$ cat src/rtl/mips_mem_pkg.sv
// Purpose : shared memory-bus encodings and fetch state type for the MIPS front end.
// Latency : n/a (types and constants only).
// Backpressure: n/a.
package mips_mem_pkg;

   // access_size encodings on the memory request bus
   localparam logic [1:0] AS_WORD    = 2'b00;
   localparam logic [1:0] AS_BURST4  = 2'b01;
   localparam logic [1:0] AS_BURST8  = 2'b10;
   localparam logic [1:0] AS_BURST16 = 2'b11;

   localparam logic MEM_READ  = 1'b0;
   localparam logic MEM_WRITE = 1'b1;

   localparam int LINE_WORDS = 16;
   localparam int LINE_BYTES = 64;

   typedef enum logic [2:0] {
      ST_IDLE,
      ST_REQ,
      ST_FILL,
      ST_SERVE,
      ST_DRAIN
   } fetch_state_t;

endpackage

$ cat src/rtl/mips_fetch_if.sv
// Purpose : bundles the fetch stage's decode-side handshake and memory burst bus.
// Latency : n/a (wires only).
// Backpressure: instr_ready from decode; mem_busy from memory.
// Ports   : master = fetch stage, slave = environment (decode, redirect source, memory).
interface mips_fetch_if;
   import mips_mem_pkg::*;

   logic        redirect_valid;
   logic [31:0] redirect_pc;
   logic        instr_ready;
   logic        instr_valid;
   logic [31:0] instr;
   logic [31:0] instr_pc;
   logic [31:0] mem_addr;
   logic        mem_enable;
   logic        mem_rw;
   logic [1:0]  mem_access_size;
   logic [31:0] mem_dout;
   logic        mem_busy;

   modport master (
      input  redirect_valid, redirect_pc, instr_ready, mem_dout, mem_busy,
      output instr_valid, instr, instr_pc, mem_addr, mem_enable, mem_rw, mem_access_size
   );

   modport slave (
      output redirect_valid, redirect_pc, instr_ready, mem_dout, mem_busy,
      input  instr_valid, instr, instr_pc, mem_addr, mem_enable, mem_rw, mem_access_size
   );

endinterface

$ cat src/rtl/mips_fetch_line_buf.sv
// Purpose : 16x32 instruction line buffer with per-word valid mask.
// Latency : write lands at the clock edge; read port is combinational off the registers.
// Backpressure: none; writer controls i_wr_en, clear has priority over a same-cycle write.
// Ports   : i_wr_* burst write port, i_wv_clr mask clear, i_rd_idx read index, o_rd_dat/o_rd_vld read data and its valid bit.
module fetch_line_buf
   import mips_mem_pkg::*;
(
   input  logic        clk,
   input  logic        rst_n,
   input  logic        i_wr_en,
   input  logic [3:0]  i_wr_idx,
   input  logic [31:0] i_wr_dat,
   input  logic        i_wv_clr,
   input  logic [3:0]  i_rd_idx,
   output logic [31:0] o_rd_dat,
   output logic        o_rd_vld
);

   logic [31:0]           r_mem [LINE_WORDS];
   logic [LINE_WORDS-1:0] r_wv;

   // Array is reset so the instruction output reads zero straight out of reset.
   always_ff @(posedge clk or negedge rst_n) begin
      if (!rst_n) begin
         for (int i = 0; i < LINE_WORDS; i++) begin
            r_mem[i] <= '0;
         end
         r_wv <= '0;
      end else begin
         if (i_wr_en) begin
            r_mem[i_wr_idx] <= i_wr_dat;
         end
         if (i_wv_clr) begin
            r_wv <= '0;
         end else if (i_wr_en) begin
            r_wv[i_wr_idx] <= 1'b1;
         end
      end
   end

   assign o_rd_dat = r_mem[i_rd_idx];
   assign o_rd_vld = r_wv[i_rd_idx];

endmodule

$ cat src/rtl/mips_fetch.sv
// Purpose : instruction fetch; bursts 64-byte lines into a line buffer and streams words to decode.
// Latency : first instr_valid 3 cycles after reset release; 1 instr/cycle while streaming a line.
// Backpressure: instr_ready low holds instr/instr_pc; no request issued while mem_busy is high.
// Ports   : clk, rst_n (async active-low), bus (mips_fetch_if.master: redirect, decode handshake, memory burst bus).
module mips_fetch
   import mips_mem_pkg::*;
#(
   parameter logic [31:0] RESET_PC = 32'h8002_0000
)
(
   input  logic         clk,
   input  logic         rst_n,
   mips_fetch_if.master bus
);

   fetch_state_t r_state;
   fetch_state_t w_state_nxt;
   logic [31:0]  r_pc;
   logic [31:0]  w_pc_nxt;
   logic [25:0]  r_tag;
   logic [3:0]   r_fcnt;

   logic [31:0]  w_rd_dat;
   logic         w_rd_vld;
   logic [31:0]  w_redir_pc;
   logic [31:0]  w_pc_inc;
   logic         w_valid;
   logic         w_fire;
   logic         w_issue;
   logic         w_redir_far;
   logic         w_last;
   logic         w_wv_clr;

   assign w_redir_pc  = bus.redirect_pc & ~32'd3;
   assign w_pc_inc    = r_pc + 32'd4;
   assign w_valid     = ((r_state == ST_FILL) || (r_state == ST_SERVE)) &&
                        (r_pc[31:6] == r_tag) && w_rd_vld;
   assign w_fire      = w_valid && bus.instr_ready;
   assign w_redir_far = bus.redirect_valid && (w_redir_pc[31:6] != r_tag);
   assign w_last      = (r_fcnt == 4'd15);
   // A redirect arriving in the request cycle would make the issued line stale,
   // so the request is held off for that cycle and goes out with the new pc.
   assign w_issue     = (r_state == ST_REQ) && !bus.mem_busy && !bus.redirect_valid;

   always_comb begin
      w_state_nxt = r_state;
      w_pc_nxt    = r_pc;
      w_wv_clr    = 1'b0;

      if (bus.redirect_valid) begin
         w_pc_nxt = w_redir_pc;
      end else if (w_fire) begin
         w_pc_nxt = w_pc_inc;
      end

      case (r_state)
         ST_IDLE: w_state_nxt = ST_REQ;
         ST_REQ: begin
            if (w_issue) begin
               w_state_nxt = ST_FILL;
               w_wv_clr    = 1'b1;
            end
         end
         ST_FILL: begin
            // Burst keeps arriving regardless; a far redirect on the last word
            // has nothing left to drain.
            if (w_redir_far) begin
               w_state_nxt = w_last ? ST_REQ : ST_DRAIN;
               w_wv_clr    = 1'b1;
            end else if (w_last) begin
               w_state_nxt = ST_SERVE;
            end
         end
         ST_SERVE: begin
            if (w_redir_far) begin
               w_state_nxt = ST_REQ;
            end else if (!bus.redirect_valid && w_fire && (w_pc_inc[31:6] != r_tag)) begin
               w_state_nxt = ST_REQ;
            end
         end
         ST_DRAIN: begin
            if (w_last) begin
               w_state_nxt = ST_REQ;
            end
         end
         default: w_state_nxt = ST_IDLE;
      endcase
   end

   always_ff @(posedge clk or negedge rst_n) begin
      if (!rst_n) begin
         r_state <= ST_IDLE;
         r_pc    <= RESET_PC;
         r_tag   <= '0;
         r_fcnt  <= '0;
      end else begin
         r_state <= w_state_nxt;
         r_pc    <= w_pc_nxt;
         if (w_issue) begin
            r_tag  <= r_pc[31:6];
            r_fcnt <= '0;
         end else if ((r_state == ST_FILL) || (r_state == ST_DRAIN)) begin
            r_fcnt <= r_fcnt + 4'd1;
         end
      end
   end

   fetch_line_buf u_line_buf (
      .clk      (clk),
      .rst_n    (rst_n),
      .i_wr_en  (r_state == ST_FILL),
      .i_wr_idx (r_fcnt),
      .i_wr_dat (bus.mem_dout),
      .i_wv_clr (w_wv_clr),
      .i_rd_idx (r_pc[5:2]),
      .o_rd_dat (w_rd_dat),
      .o_rd_vld (w_rd_vld)
   );

   assign bus.instr_valid     = w_valid;
   assign bus.instr           = w_rd_dat;
   assign bus.instr_pc        = r_pc;
   assign bus.mem_enable      = w_issue;
   assign bus.mem_addr        = w_issue ? {r_pc[31:6], 6'b0} : 32'd0;
   assign bus.mem_rw          = MEM_READ;
   assign bus.mem_access_size = AS_BURST16;

endmodule

$ cat src/flat_wrapper.sv
// flat-port wrapper written by rule: the top's interface ports become plain ports
module mips_fetch_flat import mips_mem_pkg::*;
#(
   parameter logic [31:0] RESET_PC = 32'h8002_0000
)
  (clk, rst_n, bus_redirect_valid, bus_redirect_pc, bus_instr_ready, bus_mem_dout, bus_mem_busy, bus_instr_valid, bus_instr, bus_instr_pc, bus_mem_addr, bus_mem_enable, bus_mem_rw, bus_mem_access_size);
  mips_fetch_if bus_i ();
  input  logic clk;
  input  logic rst_n;
  input wire logic [$bits(bus_i.redirect_valid)-1:0] bus_redirect_valid;
  input wire logic [$bits(bus_i.redirect_pc)-1:0] bus_redirect_pc;
  input wire logic [$bits(bus_i.instr_ready)-1:0] bus_instr_ready;
  input wire logic [$bits(bus_i.mem_dout)-1:0] bus_mem_dout;
  input wire logic [$bits(bus_i.mem_busy)-1:0] bus_mem_busy;
  output wire logic [$bits(bus_i.instr_valid)-1:0] bus_instr_valid;
  output wire logic [$bits(bus_i.instr)-1:0] bus_instr;
  output wire logic [$bits(bus_i.instr_pc)-1:0] bus_instr_pc;
  output wire logic [$bits(bus_i.mem_addr)-1:0] bus_mem_addr;
  output wire logic [$bits(bus_i.mem_enable)-1:0] bus_mem_enable;
  output wire logic [$bits(bus_i.mem_rw)-1:0] bus_mem_rw;
  output wire logic [$bits(bus_i.mem_access_size)-1:0] bus_mem_access_size;
  assign bus_i.redirect_valid = bus_redirect_valid;
  assign bus_i.redirect_pc = bus_redirect_pc;
  assign bus_i.instr_ready = bus_instr_ready;
  assign bus_i.mem_dout = bus_mem_dout;
  assign bus_i.mem_busy = bus_mem_busy;
  assign bus_instr_valid = bus_i.instr_valid;
  assign bus_instr = bus_i.instr;
  assign bus_instr_pc = bus_i.instr_pc;
  assign bus_mem_addr = bus_i.mem_addr;
  assign bus_mem_enable = bus_i.mem_enable;
  assign bus_mem_rw = bus_i.mem_rw;
  assign bus_mem_access_size = bus_i.mem_access_size;
  mips_fetch #(.RESET_PC(RESET_PC)) u_core (.clk(clk), .rst_n(rst_n), .bus(bus_i));
endmodule
$ cat config.mk
export PLATFORM = sky130hd
export DESIGN_NAME = mips_fetch_flat
export DESIGN_NICKNAME = d
export VERILOG_FILES = /design/src/rtl/mips_mem_pkg.sv /design/src/rtl/mips_fetch_if.sv /design/src/rtl/mips_fetch_line_buf.sv /design/src/rtl/mips_fetch.sv /design/src/flat_wrapper.sv
export SDC_FILE = /design/constraint.sdc
export NUM_CORES = 1
export LEC_CHECK = 0
export CAP_MARGIN = 25
export CORE_UTILIZATION = 40
export DETAILED_ROUTE_END_ITERATION = 8
export MAX_ROUTING_LAYER = met4
export SLEW_MARGIN = 5
export SYNTH_ARGS = -nofsm -noshare
export SYNTH_HDL_FRONTEND = slang
export SYNTH_SLANG_ARGS = --single-unit
$ cat constraint.sdc
create_clock -name clk -period 3.6 [get_ports clk]
set_input_delay 0.9 -clock clk [delete_from_list [all_inputs] [get_ports clk]]
set_output_delay 0.9 -clock clk [all_outputs]
set_load 0.01 [all_outputs]
==> flow_summary.toml, run 1 <==
[status]
outcome = "complete, but fails checks"
failing_checks = "negative setup slack"

[die]
start_util_pct = 40.8
dieWidth_um = 268
core_um2 = 69200
fp.dieH_um = 268
num_io_pins = 170
die_area_um2 = 71600
std_cell_rows = 96

[synthesis]
ys_ff_latch = 591
seq_area_frac_synth_pct = 52.4
synth_area_um2 = 28200
synth-compound-area-share_pct = 1.83
synth_cells = 1906
synth_edf_count = 0
synthAdderAreaFrac_pct = 0.257
ys_async_sr_fraction_pct = 100
synthSimpleGateAreaFrac_pct = 4.66
synth.area.mux_share_pct = 34.7
largest_family_of_logic_cells_by_synthesized_area = "multiplexers"
number_of_warnings_printed_during_yosys_synthesis = 0
post_synth_main_area_contributors = "sky130_fd_sc_hd__dfrtp_1 52%, sky130_fd_sc_hd__mux2_2 21%, sky130_fd_sc_hd__mux4_2 13%"
synthFlopType = "sky130_fd_sc_hd__dfrtp_1"
yosysUniqueCellTypes = 68
yosys.area_share.xor_xnor_pct = 3.07
commonest_cells_in_the_netlist = "589 x sky130_fd_sc_hd__dfrtp_1, 538 x sky130_fd_sc_hd__mux2_2, 165 x sky130_fd_sc_hd__mux4_2, 112 x sky130_fd_sc_hd__clkbuf_1, 65 x sky130_fd_sc_hd__xnor2_1"
synth_top_cell_area_share_pct = 52.3
yosysMostFrequentCell = "sky130_fd_sc_hd__dfrtp_1"
synth_top_cell_by_area = "sky130_fd_sc_hd__dfrtp_1"
synthesis.area_per_instance_um2 = 14.8

[global_route]
grt_overflow_total = 0
number_of_antenna_violations_at_the_first_check_in_global_routing = 4
grt_pass1_wl_mm = 114
track_usage_pct = 21.9
via_count_of_the_first_global_routing_pass = 17900
grt_start_max_net_pins = 98

[worst_setup_path]
critical_path.endpoint_type = "primary output"
timing.critical_path.from_type = "flip-flop"
worstSetupPathType = "reg -> out"
cp_max_fo = 7
worst-endpoint-arrival_ns = 2.72
required_time_reported_for_the_critical_path_endpoint_ns = 2.70

[job]
max_cap_violations = 0

[finish]
layout-drive-gt1-share_pct = 47.0
area_delta_synth_final_pct = 21.0
final_core_utilization_pct = 49.3
nets = 2175
postLayoutCellArea_um2 = 34100

[clock_network]
tritoncts.num_buffers = 66
clk_transition_reported_paths_ns = 0.06
tritoncts = "built"
clock_latency_ns = 0.61
cts_buffer_depth = 3
cts_hold_buffers = 0
clkSinkCount = 591
cts.htree.levels = 3
clock_tree.root_cell = "sky130_fd_sc_hd__clkbuf_16"

[place]
port_buffers = 156
placed_cell_area_um2 = 31400
post-place-ws_ns = -0.0906
hpwlAfterDp_mm = 45.0
gp_routability_congestion = 0.911

[timing]
finalWorstPathRequiredPeriod_ns = 3.62
max_clock_freq_mhz = 276
rsz0062_at_grt = "true"
slew_viol_final = 0
relSlewSlack_pct = 47.7
worst_slack_ns = -0.0214
timing.final.setup_violations = 3
timing.clock.skew_ns = 0.0300
final.setup.tns_ns = -0.0334
final.period_utilization_pct = 101
timing.final.hold_violations = 0
worst_pin_slew_ns = 0.777

[power]
leakage_nw = 14.3
power-per-cell-area_nw_per_um2 = 642
irDropWorstVdd_mv = 0.296

[routing]
ant_nets = 0
drt-vias-per-instance = 5.49
route.detailed.wl_per_inst_um = 23.9
dr.first_iter.drc_count = 1260
via_count = 16900
wirelength_mm = 73.5
dr.pass1.iters = 5
drc_errors = 0

[min_path]
hold_removal_path_class = "in -> async"
[routing by layer]
metal / up-vias / track usage [%] / part of all wire (%) / routed length (um)
met2: 356 / 34.3 / 48 / 35600
met4: 0 / 5.95 / 2.5 / 1810
met3: 115 / 3.57 / 4.4 / 3250
met5: - / - / 0 / 0
li1: 7380 / - / - / -
met1: 9083 / 29.6 / 45 / 32800
[layout make-up]
cell class | count | area, um2
antenna | 4 | 10.0
clock buffer | 94 | 1850
clock inverter | 20 | 184
fill | 5922 | 35100
inverter | 20 | 75.1
multi-input combinational | 1130 | 12700
sequential | 591 | 14800
tap | 931 | 1160
timing repair buffer | 292 | 3320
[power breakdown]
part / switching, mW / internal (mW) / leakage (nW)
Clock: 2.75 / 3.67 / 1.00
Sequential: 1.10 / 8.52 / 7.24
Combinational: 2.28 / 3.60 / 6.06
[flip-flops by register name, summed over array words and instances (netlist names)]
register and flops:
u_core.r_state 3, u_core.u_line_buf.r_wv 16, u_core.r_tag 26, u_core.r_fcnt 4
u_core.bus.instr_pc 30, u_core.u_line_buf.r_mem 512
[critical path, cell delays in order, from the launching register on]
cell	delay, ns
sky130_fd_sc_hd__dfrtp_4	0.46
sky130_fd_sc_hd__buf_12	0.15
sky130_fd_sc_hd__buf_12	0.15
sky130_fd_sc_hd__buf_16	0.15
sky130_fd_sc_hd__mux4_2	0.51
sky130_fd_sc_hd__mux4_2	0.55
sky130_fd_sc_hd__buf_6	0.15
[cell families (layout without fill, tap and decap cells)]
group	Yosys count	count (layout)
adders and majority gates	6	6
other	2	15
xor gates and xnor gates	99	99
muxes	705	705
and+or+nand+nor	230	230
AOI/OAI and AO/OA	79	79
DFF	591	591
buffers and inverters	194	426
[metrics by stage]
step | instances | total power [mW] | hold slack (ns)
after floorplan | 1915 | 13.4 | 0.459
after global placement | 2920 | 15.2 | 0.469
after detailed placement | 2920 | 15.5 | 0.481
after CTS | 3076 | 22.2 | 0.285
after global routing | 3082 | 23.0 | 0.287
final | 3082 | 21.9 | 0.277
[what timing repair did]
action | in CTS | in global routing
setup buffers | 33 | 7
setup endpoints to repair | 58 | 27
cloned | 9 | 1
resized for setup | 211 | 15
pin swaps | 1 | 0
endpoints found under the hold margin | 0 | 0
[cell usage in the layout (no fill, tap or decap), drive strengths merged, types with 5 or more instances in the layout]
cell           count
a21boi            13
a21oi              7
and2              24
and3               7
buf              168
clkbuf            96
clkdlybuf4s50     95
clkinv            14
conb              11
dfrtp            589
dlygate4sd2       25
ha                 5
inv               24
mux2             538
mux4             165
nand2             52
nand2b             7
nand3             25
nand4             20
nor2              32
nor2b              5
nor3              19
nor4              16
o21a               6
o21ai             32
xnor2             65
xor2              34
[path summary, 6_finish.rpt]
kind / startpoint / end / slack [ns] / depth (start not counted)
hold reg to reg: u_core.u_line_buf.r_wv[12] / u_core.u_line_buf.r_wv[12] / 0.49 / 1
setup reg to reg: u_core.bus.instr_pc[2] / u_core.r_state[1] / 0.21 / 12
min in group clk: u_core.u_line_buf.r_wv[12] / u_core.u_line_buf.r_wv[12] / 0.49 / 1
setup / recovery: u_core.bus.instr_pc[2] / bus_instr[20] / -0.02 / 6
hold / removal: rst_n / u_core.r_tag[13] / 0.28 / 1
max in group asynchronous: rst_n / u_core.u_line_buf.r_mem[433] / 2.27 / 2
Power figures use the tool's default switching activity.
==> run 2, diff against run 1 <==
--- a/config.mk
+++ b/config.mk
@@ -9,6 +9,7 @@
 export CORE_UTILIZATION = 40
 export DETAILED_ROUTE_END_ITERATION = 8
 export MAX_ROUTING_LAYER = met4
+export SETUP_SLACK_MARGIN = 0.05
 export SLEW_MARGIN = 5
 export SYNTH_ARGS = -nofsm -noshare
 export SYNTH_HDL_FRONTEND = slang
==> run 2 against run 1 <==
  * The run still ends with negative setup slack left
  * Total power up 0.44%
  * Sequential power is essentially flat
  * Highest routed layer unchanged
  * Register-to-register slack got worse by 0.02 ns
  * Critical path type unchanged
  * First-iteration DRC count down 7.6%
==> flow_summary.toml, run 2 (synthesis gave the netlist of run 1 again) <==
[timing]
relSlewSlack_pct = 44.0
slew_viol_final = 0
worst_slack_ns = -0.0324
timing.final.setup_violations = 8
finalWorstPathRequiredPeriod_ns = 3.63
max_clock_freq_mhz = 275
final.period_utilization_pct = 101
timing.final.hold_violations = 0
worst_pin_slew_ns = 0.833
rsz0062_at_grt = "true"
timing.clock.skew_ns = 0.0313

[finish]
postLayoutCellArea_um2 = 34300
area_delta_synth_final_pct = 21.6
most_frequent_cells_in_the_layout = "585 x sky130_fd_sc_hd__dfrtp_1, 538 x sky130_fd_sc_hd__mux2_2, 165 x sky130_fd_sc_hd__mux4_2"
layout-drive-gt1-share_pct = 47.2
num-fill-cells = 5894
largest_register_by_flop_count = "u_core.u_line_buf.r_mem"
final_core_utilization_pct = 49.6
mostFrequentLayoutCell = "sky130_fd_sc_hd__dfrtp_1"
largest_reg_flops = 512
nets = 2182
multi_input_area_um2 = 12700
area.sequential_um2 = 14800

[routing]
dr.pass1.iters = 5
routed-wl-met2_mm = 35.9
met3_wirelength_mm = 3.13
ant_nets = 0
dr.first_iter.drc_count = 1164
route.detailed.wl_per_inst_um = 24.0
wirelength_mm = 74.1
drt-vias-per-instance = 5.53
drc_errors = 0
via_count = 17100
highest-signal-layer = "met4"
met1_length_mm = 33.2

[power]
leakage_nw = 14.4
power-per-cell-area_nw_per_um2 = 642
irDropWorstVdd_mv = 0.293

[worst_setup_path]
worstPathCellList = "buf_12, buf_12, buf_16, mux4_2, mux4_2, buf_6"
timing.critical_path.from_type = "flip-flop"
path_delay_family = "multiplexers"
required_time_reported_for_the_critical_path_endpoint_ns = 2.70
worst_setup_path_endpoint = "bus_instr[20]"
critical_path.endpoint_type = "primary output"
crit_path_slowest_cell = "sky130_fd_sc_hd__mux4_2"
worstSetupPathType = "reg -> out"
crit_cells = 6
reg2reg_path_depth = 12
reg2reg_to = "u_core.r_state[1]"
worst_setup_path_startpoint = "u_core.bus.instr_pc[2]"
r2r_slack_ns = 0.19
reg2reg_from = "u_core.bus.instr_pc[2]"
worst-endpoint-arrival_ns = 2.73
slowest_delay_ns = 0.55
critical_path.n_buffers_inverters = 4
cp_max_fo = 7

[clock_network]
tritoncts = "built"
cts_buffer_depth = 3
cts_hold_buffers = 0
clock_tree.root_cell = "sky130_fd_sc_hd__clkbuf_16"
tritoncts.num_buffers = 66
clock_latency_ns = 0.61
cts.htree.levels = 3
clk_transition_reported_paths_ns = 0.06
clkSinkCount = 591

[place]
gp_routability_congestion = 0.911
hpwlAfterDp_mm = 45.0
port_buffers = 156
post-place-ws_ns = -0.0906
placed_cell_area_um2 = 31400

[global_route]
grt_pass1_wl_mm = 114
track_usage_pct = 21.9
via_count_of_the_first_global_routing_pass = 17900
grt_start_max_net_pins = 98
grt_overflow_total = 0
number_of_antenna_violations_at_the_first_check_in_global_routing = 4

[die]
die_area_um2 = 71600
num_io_pins = 170
core_um2 = 69200
std_cell_rows = 96
fp.dieH_um = 268
dieWidth_um = 268
start_util_pct = 40.8

[status]
failing_checks = "negative setup slack"
outcome = "complete, but fails checks"

[job]
max_cap_violations = 0

[min_path]
hold_removal_path_class = "in -> async"
## run 2: cell type report
| cell class | count | area share (%) |
|---|---|---|
| multi-input combinational | 1130 | 37.1 |
| antenna | 4 | 0.0292 |
| sequential | 591 | 43.2 |
| clock buffer | 94 | 5.38 |
| clock inverter | 20 | 0.536 |
| timing repair buffer | 299 | 10.2 |
| tap | 931 | 3.40 |
| inverter | 20 | 0.219 |
## run 2: metal layers
layer | vias up | GRT usage, %
met1 | 9192 | 29.6
li1 | 7398 | -
met2 | 360 | 34.2
met3 | 118 | 3.57
met5 | - | -
met4 | 0 | 5.95
## run 2: what timing repair did
| action | 4_1_cts | 5_1_grt |
|---|---|---|
| resized for setup | 207 | 26 |
| pin swaps | 1 | 1 |
| endpoints found under the setup margin | 59 | 35 |
| hold endpoints to repair | 0 | 0 |
| gates cloned | 9 | 3 |
| buffers inserted | 31 | 11 |
## run 2: worst reg2reg max path: cells and delay by family (launching register included)
family | cells | cell delay, ns
AO/OA/AOI/OAI | 3 | 0.73
adder cells (fa/ha/maj) | 1 | 0.19
buffers and inverters | 4 | 0.50
flip-flops | 1 | 0.47
AND/OR/NAND/NOR | 4 | 1.43
## run 2: worst min path at each step
| stage | endpoint | depth (start not counted) |
|---|---|---|
| detailed placement | u_core.u_line_buf.r_wv[12] | 1 |
| CTS | u_core.r_tag[13] | 1 |
| finish | u_core.r_tag[13] | 1 |
| global placement | u_core.u_line_buf.r_wv[15] | 1 |
| global route | u_core.r_tag[13] | 1 |
| floorplan | u_core.u_line_buf.r_wv[14] | 1 |
## run 2: power breakdown
part / switching, mW / leakage (nW) / internal (mW)
clock: 2.76 / 1.00 / 3.67
sequential: 1.10 / 7.24 / 8.52
combinational: 2.30 / 6.12 / 3.66
total: 6.16 / 14.4 / 15.8
## run 2: stage by stage
stage                     setup TNS (ns)  power, mW  std cells  hold WS [ns]
after CTS                          -2.40       22.1       3074         0.285
final                             -0.118       22.0       3089         0.262
after global routing               -1.32       23.1       3089         0.296
after floorplan                        0       13.4       1915         0.459
after global placement             -3.16       15.2       2920         0.469
after detailed placement           -1.02       15.5       2920         0.481
==> run 3, diff against run 2 <==
--- a/config.mk
+++ b/config.mk
@@ -5,7 +5,7 @@
 export SDC_FILE = /design/constraint.sdc
 export NUM_CORES = 1
 export LEC_CHECK = 0
-export CAP_MARGIN = 25
+export CAP_MARGIN = 20
 export CORE_UTILIZATION = 40
 export DETAILED_ROUTE_END_ITERATION = 8
 export MAX_ROUTING_LAYER = met4
==> results of run 3 <==
No change in the layout: final DEF, timing and power equal those of run 2.
